===== config.mk =====
export PLATFORM = sky130hd
export DESIGN_NAME = cordic_polar_mc
export DESIGN_NICKNAME = d
export VERILOG_FILES = /design/src/rtl/cordic_polar_mc.sv
export SDC_FILE = /design/constraint.sdc
export NUM_CORES = 1
export LEC_CHECK = 0
export CAP_MARGIN = 10
export CORE_ASPECT_RATIO = 1.5
export CORE_MARGIN = 10
export CORE_UTILIZATION = 64
export DETAILED_ROUTE_END_ITERATION = 12
export GPL_TIMING_DRIVEN = 0
export MAX_ROUTING_LAYER = met4
export PLACE_DENSITY = 0.83
export SLEW_MARGIN = 20
export SYNTH_ARGS = -nofsm -noshare
export SYNTH_HDL_FRONTEND = slang
export SYNTH_SLANG_ARGS = --single-unit

===== constraint.sdc =====
create_clock -name clock -period 9.45 [get_ports clock]
set_input_delay 1.89 -clock clock [delete_from_list [all_inputs] [get_ports clock]]
set_output_delay 1.89 -clock clock [all_outputs]
set_load 0.01 [all_outputs]

===== src/rtl/cordic_polar_mc.sv =====
// Multi-channel iterative CORDIC vectoring engine: converts NCH (X, Y) pairs per
// sample strobe into a full-range atan2 angle (fixed-point degrees) and a magnitude.
module cordic_polar_mc #(
    parameter int IN_W     = 13,
    parameter int ANG_W    = 19,
    parameter int ANG_FRAC = 10,
    parameter int ITER     = 16,
    parameter int NCH      = 2
) (
    input  logic                                   clock,
    input  logic                                   reset,
    input  logic                                   endata,
    input  logic [NCH*IN_W-1:0]                    x_in,
    input  logic [NCH*IN_W-1:0]                    y_in,
    output logic signed [ANG_W-1:0]                angle,
    output logic [IN_W:0]                          mag,
    output logic [((NCH > 1) ? $clog2(NCH) : 1)-1:0] out_ch,
    output logic                                   out_valid,
    output logic                                   busy,
    output logic                                   overrun
);

    localparam int CH_W   = (NCH > 1) ? $clog2(NCH) : 1;
    localparam int IT_W   = $clog2(ITER);
    // Fraction bits below the integer datapath keep truncation error of the
    // micro-rotations well under one angle LSB even at small radii.
    localparam int GB     = 12;
    localparam int W      = IN_W + 2 + GB;
    localparam int ZW     = ANG_W + 1;
    localparam int K_FRAC = 18;
    localparam logic [K_FRAC-1:0]   K_MAG   = 18'd159189;  // 0.6072529 * 2^18
    localparam logic signed [ZW-1:0] Z_180  = ZW'(180 * (2 ** ANG_FRAC));
    localparam logic [W+K_FRAC-1:0] MAG_RND = (W+K_FRAC)'(1) << (GB + K_FRAC - 1);

    typedef enum logic [1:0] {S_IDLE, S_LOAD, S_ROT, S_OUT} state_t;

    state_t state, next_state;

    logic [NCH*IN_W-1:0]   xs, ys;
    logic signed [W-1:0]   xr, yr;
    logic signed [ZW-1:0]  zr;
    logic [IT_W-1:0]       iter;
    logic [CH_W-1:0]       ch;
    logic                  axis, negx;

    logic                  do_load, do_rot, do_out, accept, reject;
    logic                  last_iter, last_ch;
    logic signed [IN_W-1:0] cx, cy;
    logic signed [W-1:0]   cx_ext, cy_ext, xsh, ysh;
    logic [W+K_FRAC-1:0]   prod;
    logic [W-1:0]          mag_q;
    logic [IN_W:0]         mag_sat;

    // atan(2^-i) in degrees scaled by 2^16, rounded to ANG_FRAC bits (ANG_FRAC <= 15).
    function automatic logic signed [ZW-1:0] atan_rom(input int i);
        logic [31:0] t16;
        case (i)
            0:  t16 = 32'd2949120;
            1:  t16 = 32'd1740967;
            2:  t16 = 32'd919879;
            3:  t16 = 32'd466945;
            4:  t16 = 32'd234379;
            5:  t16 = 32'd117304;
            6:  t16 = 32'd58666;
            7:  t16 = 32'd29335;
            8:  t16 = 32'd14668;
            9:  t16 = 32'd7334;
            10: t16 = 32'd3667;
            11: t16 = 32'd1833;
            12: t16 = 32'd917;
            13: t16 = 32'd458;
            14: t16 = 32'd229;
            15: t16 = 32'd115;
            16: t16 = 32'd57;
            17: t16 = 32'd29;
            18: t16 = 32'd14;
            19: t16 = 32'd7;
            default: t16 = 32'd0;
        endcase
        return ZW'((t16 + (32'd1 << (15 - ANG_FRAC))) >> (16 - ANG_FRAC));
    endfunction

    assign last_iter = (iter == IT_W'(ITER - 1));
    assign last_ch   = (ch == CH_W'(NCH - 1));

    // NOTE: state registers use non-blocking assignments so every flop samples
    // pre-edge values; blocking here would create order-dependent simulation.
    always_ff @(posedge clock or negedge reset) begin
        if (!reset) state <= S_IDLE;
        else        state <= next_state;
    end

    // NOTE: every always_comb output gets a default first so no path leaves it
    // unassigned, which would otherwise infer a latch.
    always_comb begin
        next_state = state;
        case (state)
            S_IDLE:  if (endata) next_state = S_LOAD;
            S_LOAD:  next_state = S_ROT;
            S_ROT:   if (last_iter) next_state = S_OUT;
            S_OUT:   next_state = last_ch ? S_IDLE : S_LOAD;
            default: next_state = S_IDLE;
        endcase
    end

    always_comb begin
        busy    = 1'b0;
        accept  = 1'b0;
        do_load = 1'b0;
        do_rot  = 1'b0;
        do_out  = 1'b0;
        case (state)
            S_IDLE:  accept = endata;
            S_LOAD:  begin busy = 1'b1; do_load = 1'b1; end
            S_ROT:   begin busy = 1'b1; do_rot  = 1'b1; end
            S_OUT:   begin busy = 1'b1; do_out  = 1'b1; end
            default: busy = 1'b0;
        endcase
        reject = endata && busy;
    end

    assign cx     = xs[int'(ch)*IN_W +: IN_W];
    assign cy     = ys[int'(ch)*IN_W +: IN_W];
    assign cx_ext = {{2{cx[IN_W-1]}}, cx, {GB{1'b0}}};
    assign cy_ext = {{2{cy[IN_W-1]}}, cy, {GB{1'b0}}};
    assign xsh    = xr >>> iter;
    assign ysh    = yr >>> iter;

    always_comb begin
        prod    = xr[W-1] ? '0 : ({{K_FRAC{1'b0}}, xr} * {{W{1'b0}}, K_MAG});
        mag_q   = W'((prod + MAG_RND) >> (GB + K_FRAC));
        mag_sat = (|(mag_q >> (IN_W + 1))) ? {(IN_W+1){1'b1}} : mag_q[IN_W:0];
    end

    // NOTE: the frame sample registers are reset along with the datapath so an
    // aborted frame leaves nothing behind; this is cheap at NCH*2 words.
    always_ff @(posedge clock or negedge reset) begin
        if (!reset) begin
            xs        <= '0;
            ys        <= '0;
            xr        <= '0;
            yr        <= '0;
            zr        <= '0;
            iter      <= '0;
            ch        <= '0;
            axis      <= 1'b0;
            negx      <= 1'b0;
            angle     <= '0;
            mag       <= '0;
            out_ch    <= '0;
            out_valid <= 1'b0;
            overrun   <= 1'b0;
        end else begin
            out_valid <= do_out;
            overrun   <= reject;
            if (accept) begin
                xs <= x_in;
                ys <= y_in;
                ch <= '0;
            end
            if (do_load) begin
                iter <= '0;
                axis <= (cy == '0);
                negx <= cx[IN_W-1];
                if (cx[IN_W-1]) begin
                    xr <= -cx_ext;
                    yr <= -cy_ext;
                    zr <= cy[IN_W-1] ? -Z_180 : Z_180;
                end else begin
                    xr <= cx_ext;
                    yr <= cy_ext;
                    zr <= '0;
                end
            end
            if (do_rot) begin
                iter <= iter + IT_W'(1);
                if (!yr[W-1]) begin
                    xr <= xr + ysh;
                    yr <= yr - xsh;
                    zr <= zr + atan_rom(int'(iter));
                end else begin
                    xr <= xr - ysh;
                    yr <= yr + xsh;
                    zr <= zr - atan_rom(int'(iter));
                end
            end
            if (do_out) begin
                // On the X axis the angle is known exactly; bypass CORDIC residue.
                if (axis) angle <= negx ? ANG_W'(Z_180) : '0;
                else      angle <= ANG_W'(zr);
                mag    <= mag_sat;
                out_ch <= ch;
                if (!last_ch) ch <= ch + CH_W'(1);
            end
        end
    end

endmodule

== Word level (Yosys, flattened, before mapping) ==
Memories as Yosys holds them, arrays and structs flattened.
Cells that the tools add are included.

* Memories kept: 2
* Flip-flop bits (word level): 171
* Word-level logic and storage cells: 83
* Output and inout bits: 37
* Bits in read-only memories: 704
* Bits of input ports: 55

* Eq/ne operators: 6
* Muxes and demuxes: 35
* Shift-type cells: 4
* Add/subtract/negate cells: 13
* Multiply operators: 2
* Reductions and logical operators: 6

{| class="wikitable"
|+ Memories
! name !! words !! bits a word !! read ports !! clocked after memory_dff !! wr ports !! line !! source
|-
| (no name shown) || 16 || 22 || 1 || 0 || 0 || 57 || <nowiki>case (i)</nowiki>
|-
| (no name shown) || 16 || 22 || 1 || 0 || 0 || 57 ||
|}

{| class="wikitable"
|+ Operators by type and width
! kind !! number
|-
| $mux W27 || 8
|-
| $mux W26 || 4
|-
| $mux W20 || 5
|-
| $add A27 B27 Y27 || 2
|-
| $neg A25 Y27 || 2
|-
| $sshr A27 B4 Y27 || 2
|-
| $sub A27 B27 Y27 || 2
|-
| $add A26 B6 Y26 const B || 2
|-
| $shiftx A26 B6 Y13 || 2
|-
| $add A45 B30 Y45 const B || 1
|-
| $mul A27 B18 Y45 const B || 1
|-
| $mux W45 || 1
|-
| $add A20 B20 Y20 || 1
|-
| $sub A20 B20 Y20 || 1
|-
| $mux W19 || 1
|-
| $mux W18 || 1
|-
| $mux W14 || 1
|-
| $logic_not A13 Y1 || 1
|-
| $mux W1 || 9
|-
| $mux W4 || 2
|-
| $pmux W2 S4 || 1
|-
| $mul A1 B4 Y5 const B || 1
|-
| $add A4 B1 Y4 const B || 1
|-
| $eq A2 B2 Y1 const B || 2
|-
| 10 further kinds || 12
|}

== Logic depth before layout (Yosys ltp) ==
Gate-level depths: netlist of the first run.

* Depth after elaboration: 7
* Gate-level depth with buffers: 28
* Mapped depth without buffers: 28

== Worst setup path after synthesis of the first run ==
No wires, ideal clock.

* Path type: register to register
* Start point: register xr[7]
* End point: register mag[10]
* Cell stages (with the launch flop): 24
* Path buffers: 2
* Setup time: 0.126 ns
* Slack: 2.406 ns
* Arrival time: 6.918 ns
* Data required time: 9.324 ns
* Clock period less this slack: 7.044 ns
* Path through: dfrtp_1 > inv_1 > fa_1 > fa_1 > fa_1 > inv_1 > fa_1 > fa_1 > inv_1 > fa_1 > inv_1 > ha_1 > a2111o_1 > o21ai_0 > a21boi_0 > or4_1 > clkbuf_1 > a311oi_1 > xor2_1 > nor4_1 > nand4_1 > mux2i_1 > buf_2 > a21oi_1

* Word-level cells in the longest chain between the ends: 4

{| class="wikitable"
|+ Ends and longest elaborated chain
! element !! line !! source
|-
| start: declaration || 40 || <nowiki>logic signed [W-1:0] xr, yr;</nowiki>
|-
| start signal: assignment || 166 || <nowiki>xr <= -cx_ext;</nowiki>
|-
| start signal: assignment || 170 || <nowiki>xr <= cx_ext;</nowiki>
|-
| start signal: assignment || 178 || <nowiki>xr <= xr + ysh;</nowiki>
|-
| $mul A27 B18 Y45 || 130 || <nowiki>prod = xr[W-1] ? '0 : ({{K_FRAC{1'b0}}, xr} * {{W{1'b0}}, K_MAG});</nowiki>
|-
| $mux W45 || 130 ||
|-
| $add A45 B30 Y45 || 131 || <nowiki>mag_q = W'((prod + MAG_RND) >> (GB + K_FRAC));</nowiki>
|-
| $mux W14 || 132 || <nowiki>mag_sat = (|(mag_q >> (IN_W + 1))) ? {(IN_W+1){1'b1}} : mag_q[IN_W:0];</nowiki>
|-
| end signal: assignment || 191 || <nowiki>mag <= mag_sat;</nowiki>
|-
| end: declaration || 16 || <nowiki>output logic [IN_W:0] mag,</nowiki>
|}

No other way between the ends.
A chain may end at the register's enable or synchronous reset.

== Worst setup path after layout of the first run ==
* Start point: register xr[7]
* End point: register mag[11]

Same word-level chain as after synthesis.

==> qor.csv, run 1 <==
metric,value,unit
core box area,38540,um2
TritonCTS clock tree,built,
Vias,21720,
# clock sinks,170,
hold_ws,0.5190,ns
final wirelength,82620,um
wire length per cell,24.66,um
Die W,181.1,um
Tmin final,8.828,ns
crit path cell chain,inv_1 -> fa_1 -> fa_1 -> fa_1 -> inv_1 -> fa_1 -> fa_1 -> inv_1 -> fa_1 -> inv_1 -> ha_1 -> a2111o_1 -> o21ai_0 -> a21boi_0 -> or4_1 -> clkbuf_1 -> a311oi_1 -> xor2_1 -> nor4_1 -> nand4_1 -> mux2i_1 -> buf_2 -> a21oi_1,
Synth Area per Inst,9.127,um2
Worst Hold Class,reg2reg,
DR pass1 iterations,8,
worst-path maximum fanout,14,
Syn Inst Count,2731,
WP data required,9.82,ns
HPWL after DPL,66170,um
"Slowest-stage cell, CP",dfrtp_1,
Layout Nets,3401,
yosys warns,0,
Post-synth EDFFs,0,
number of max-cap violations,0,
H-tree depth,4,
Worst EP arrival,9.20,ns
register area share after synthesis,0.1707,
vias in the first global route,23490,
pin count of the biggest net entering global routing,97,
initial antenna violation count,0,
Critical path buffers and inverters,6,
CTS Buffer Depth,2,
worst hold stages,1,
Syn Std Cell Area,24930,um2
routed vias/inst,6.484,
I/O Pins,92,
largest incremental delay on the critical path,0.85,ns
Max Clock Freq,113.3,MHz
Final Max Tran Viols,0,
startpoint types,flip-flop,
PostCTS Resize Cnt,0,
R2R Setup Slk,0.62,ns
Post-DRT Antenna Nets,0,
Hold Crit Start,ys[9],
postcts setup bufs,0,
Post-synth top flop,dfrtp_1,
Area Overhead vs Synth,8.960,%
Worst R2R End,mag[11],
Root Driver,clkbuf_16,
status,completed,
final setup margin,0.6223,ns
Initial DRC Count,1841,
DRC viols,0,
WS Path Type,reg2reg,
die height,261.7,um
Cell Rows,88,
Place WS,0.6288,ns
"CP delay by family, top",adder cells,
asr flop ratio synth,1.000,
clk_skew,0.01776,ns
hold_buf cts,0,
"Reg clk slew, reported paths",0.09,ns
final hold vios,0,
GPL Wtd Cong,1.017,
worst slew pin tran,1.059,ns
share of layout cells above drive strength 1,0.07391,
number of cells on the critical path,23,
slew margin rel.,0.2941,
Mapped Nets,3290,
total gr overflow,0,
TritonCTS buffer count,17,
ant diodes,0,
Reg2Reg Depth,23,
final setup fails,0,
Netlist cell types,86,
WHS Endpoint,ys[9],
first-pass GRT wire length,128800,um
cell repeated most along the worst path,fa_1,
fill count,2911,
I/O Buffers,91,
Clock Latency Late Sink,0.48,ns
reg-to-reg critical path startpoint,xr[7],
setup TNS,0,ns
Critical Path Sink Type,flip-flop,
Initial Utilization,0.6468,
Yosys reg bits,170,
Tcrit/Tclk final,0.9342,
RSZ-0062 raised after global routing,no,
GRT Util Overall,0.3569,
die area,47400,um2
[stage by stage]
step / area, um2 / util / cells
6_report: 27160 / 0.7047 / 3350
2_1_floorplan: 24930 / - / 2731
5_1_grt: 27160 / 0.7047 / 3350
3_3_place_gp: 26460 / 0.6865 / 3317
4_1_cts: 27150 / 0.7046 / 3350
3_5_place_dp: 26490 / 0.6875 / 3318
[final cells by class]
| type | instances | area, um2 | share of cell area |
|---|---|---|---|
| multi-input cells | 2089 | 18850 | 0.6939 |
| flip-flops and latches | 170 | 4254 | 0.1566 |
| inverters | 363 | 1363 | 0.05017 |
| repair buffers | 92 | 943.4 | 0.03474 |
| well taps | 495 | 619.3 | 0.02280 |
| plain buffers | 109 | 473.0 | 0.01741 |
| clock buffers | 17 | 425.4 | 0.01566 |
| clock inverters | 15 | 235.2 | 0.008661 |
[registers in the layout (all words and copies together), names as in the netlist]
register	cells
zr	19
mag	14
yr	27
ch	1
out_ch	1
overrun	1
negx	1
axis	1
state	2
out_valid	1
angle	19
xs	26
ys	26
xr	27
iter	4
[synth_stat cells (all sizes together), types with 42 or more instances]
cell	n	area, um2
mux2i	58	580.6
dfrtp	170	4254
ha	295	3691
o21ai	123	615.6
a21oi	208	1041
inv	361	1355
xor2	59	516.8
xnor2	103	902.1
mux4	55	1276
mux2	74	833.3
clkbuf	68	262.8
nand2	155	581.8
fa	209	4184
nor2	202	758.2
nor2b	42	262.8
[cells by family (layout without fill, tap and decap cells)]
logic type / after synthesis / in the layout / synth area share
AND/OR/NAND/NOR: 646 / 646 / 0.1278
XOR/XNOR: 162 / 162 / 0.05693
flip-flops: 170 / 170 / 0.1707
adder cells (fa/ha/maj): 504 / 504 / 0.3159
buffers and inverters: 472 / 596 / 0.07364
AO/OA/AOI/OAI: 590 / 590 / 0.1471
multiplexers: 187 / 187 / 0.1079
[layout by cell type (no fill, tap or decap), drive strengths merged, types with 9 or more instances in the layout]
master / Yosys / final
o21a: 17 / 17
nand3b: 9 / 9
fa: 209 / 209
buf: 41 / 43
nand4: 15 / 15
nor2b: 42 / 42
o211ai: 12 / 12
or3: 10 / 10
and3: 16 / 16
nor2: 202 / 202
clkdlybuf4s50: 0 / 90
nand2: 155 / 155
mux2i: 58 / 58
a21o: 39 / 39
a211oi: 15 / 15
a31oi: 34 / 34
a31o: 17 / 17
o31ai: 12 / 12
dfrtp: 170 / 170
o21ai: 123 / 123
nand2b: 36 / 36
a21oi: 208 / 208
clkbuf: 68 / 85
xor2: 59 / 59
mux4: 55 / 55
nand3: 37 / 37
and4: 9 / 9
nor3: 41 / 41
o22ai: 29 / 29
o32ai: 15 / 15
mux2: 74 / 74
ha: 295 / 295
nor4: 9 / 9
inv: 361 / 372
xnor2: 103 / 103
nor3b: 10 / 10
and2: 32 / 32
[per-layer routing]
metal,global-route usage,vias to the layer above,part of all wire
li1,-,9698,-
met1,0.3673,10750,0.35
met2,0.6260,947,0.52
met3,0.04612,323,0.055
met4,0.2462,0,0.074
met5,-,-,0
[worst max path at each step]
stage,from,to
floorplan,xr[7],mag[10]
global placement,reset,xr[11]
detailed placement,xr[22],mag[13]
CTS,xr[22],mag[11]
global route,xr[22],mag[11]
finish,xr[7],mag[11]
Power of run 1 is not shown: default switching activity piles up to over one toggle a cycle in this logic, so the estimate is an artifact.
==> inputs of run 2 (changes only) <==
--- a/config.mk
+++ b/config.mk
@@ -5,7 +5,7 @@
 export SDC_FILE = /design/constraint.sdc
 export NUM_CORES = 1
 export LEC_CHECK = 0
-export CAP_MARGIN = 10
+export CAP_MARGIN = 0
 export CORE_ASPECT_RATIO = 1.5
 export CORE_MARGIN = 10
 export CORE_UTILIZATION = 64
==> results of run 2 <==
The final DEF is identical to that of run 1; final timing and power are the same.
Power of run 2 is left out for the same reason.
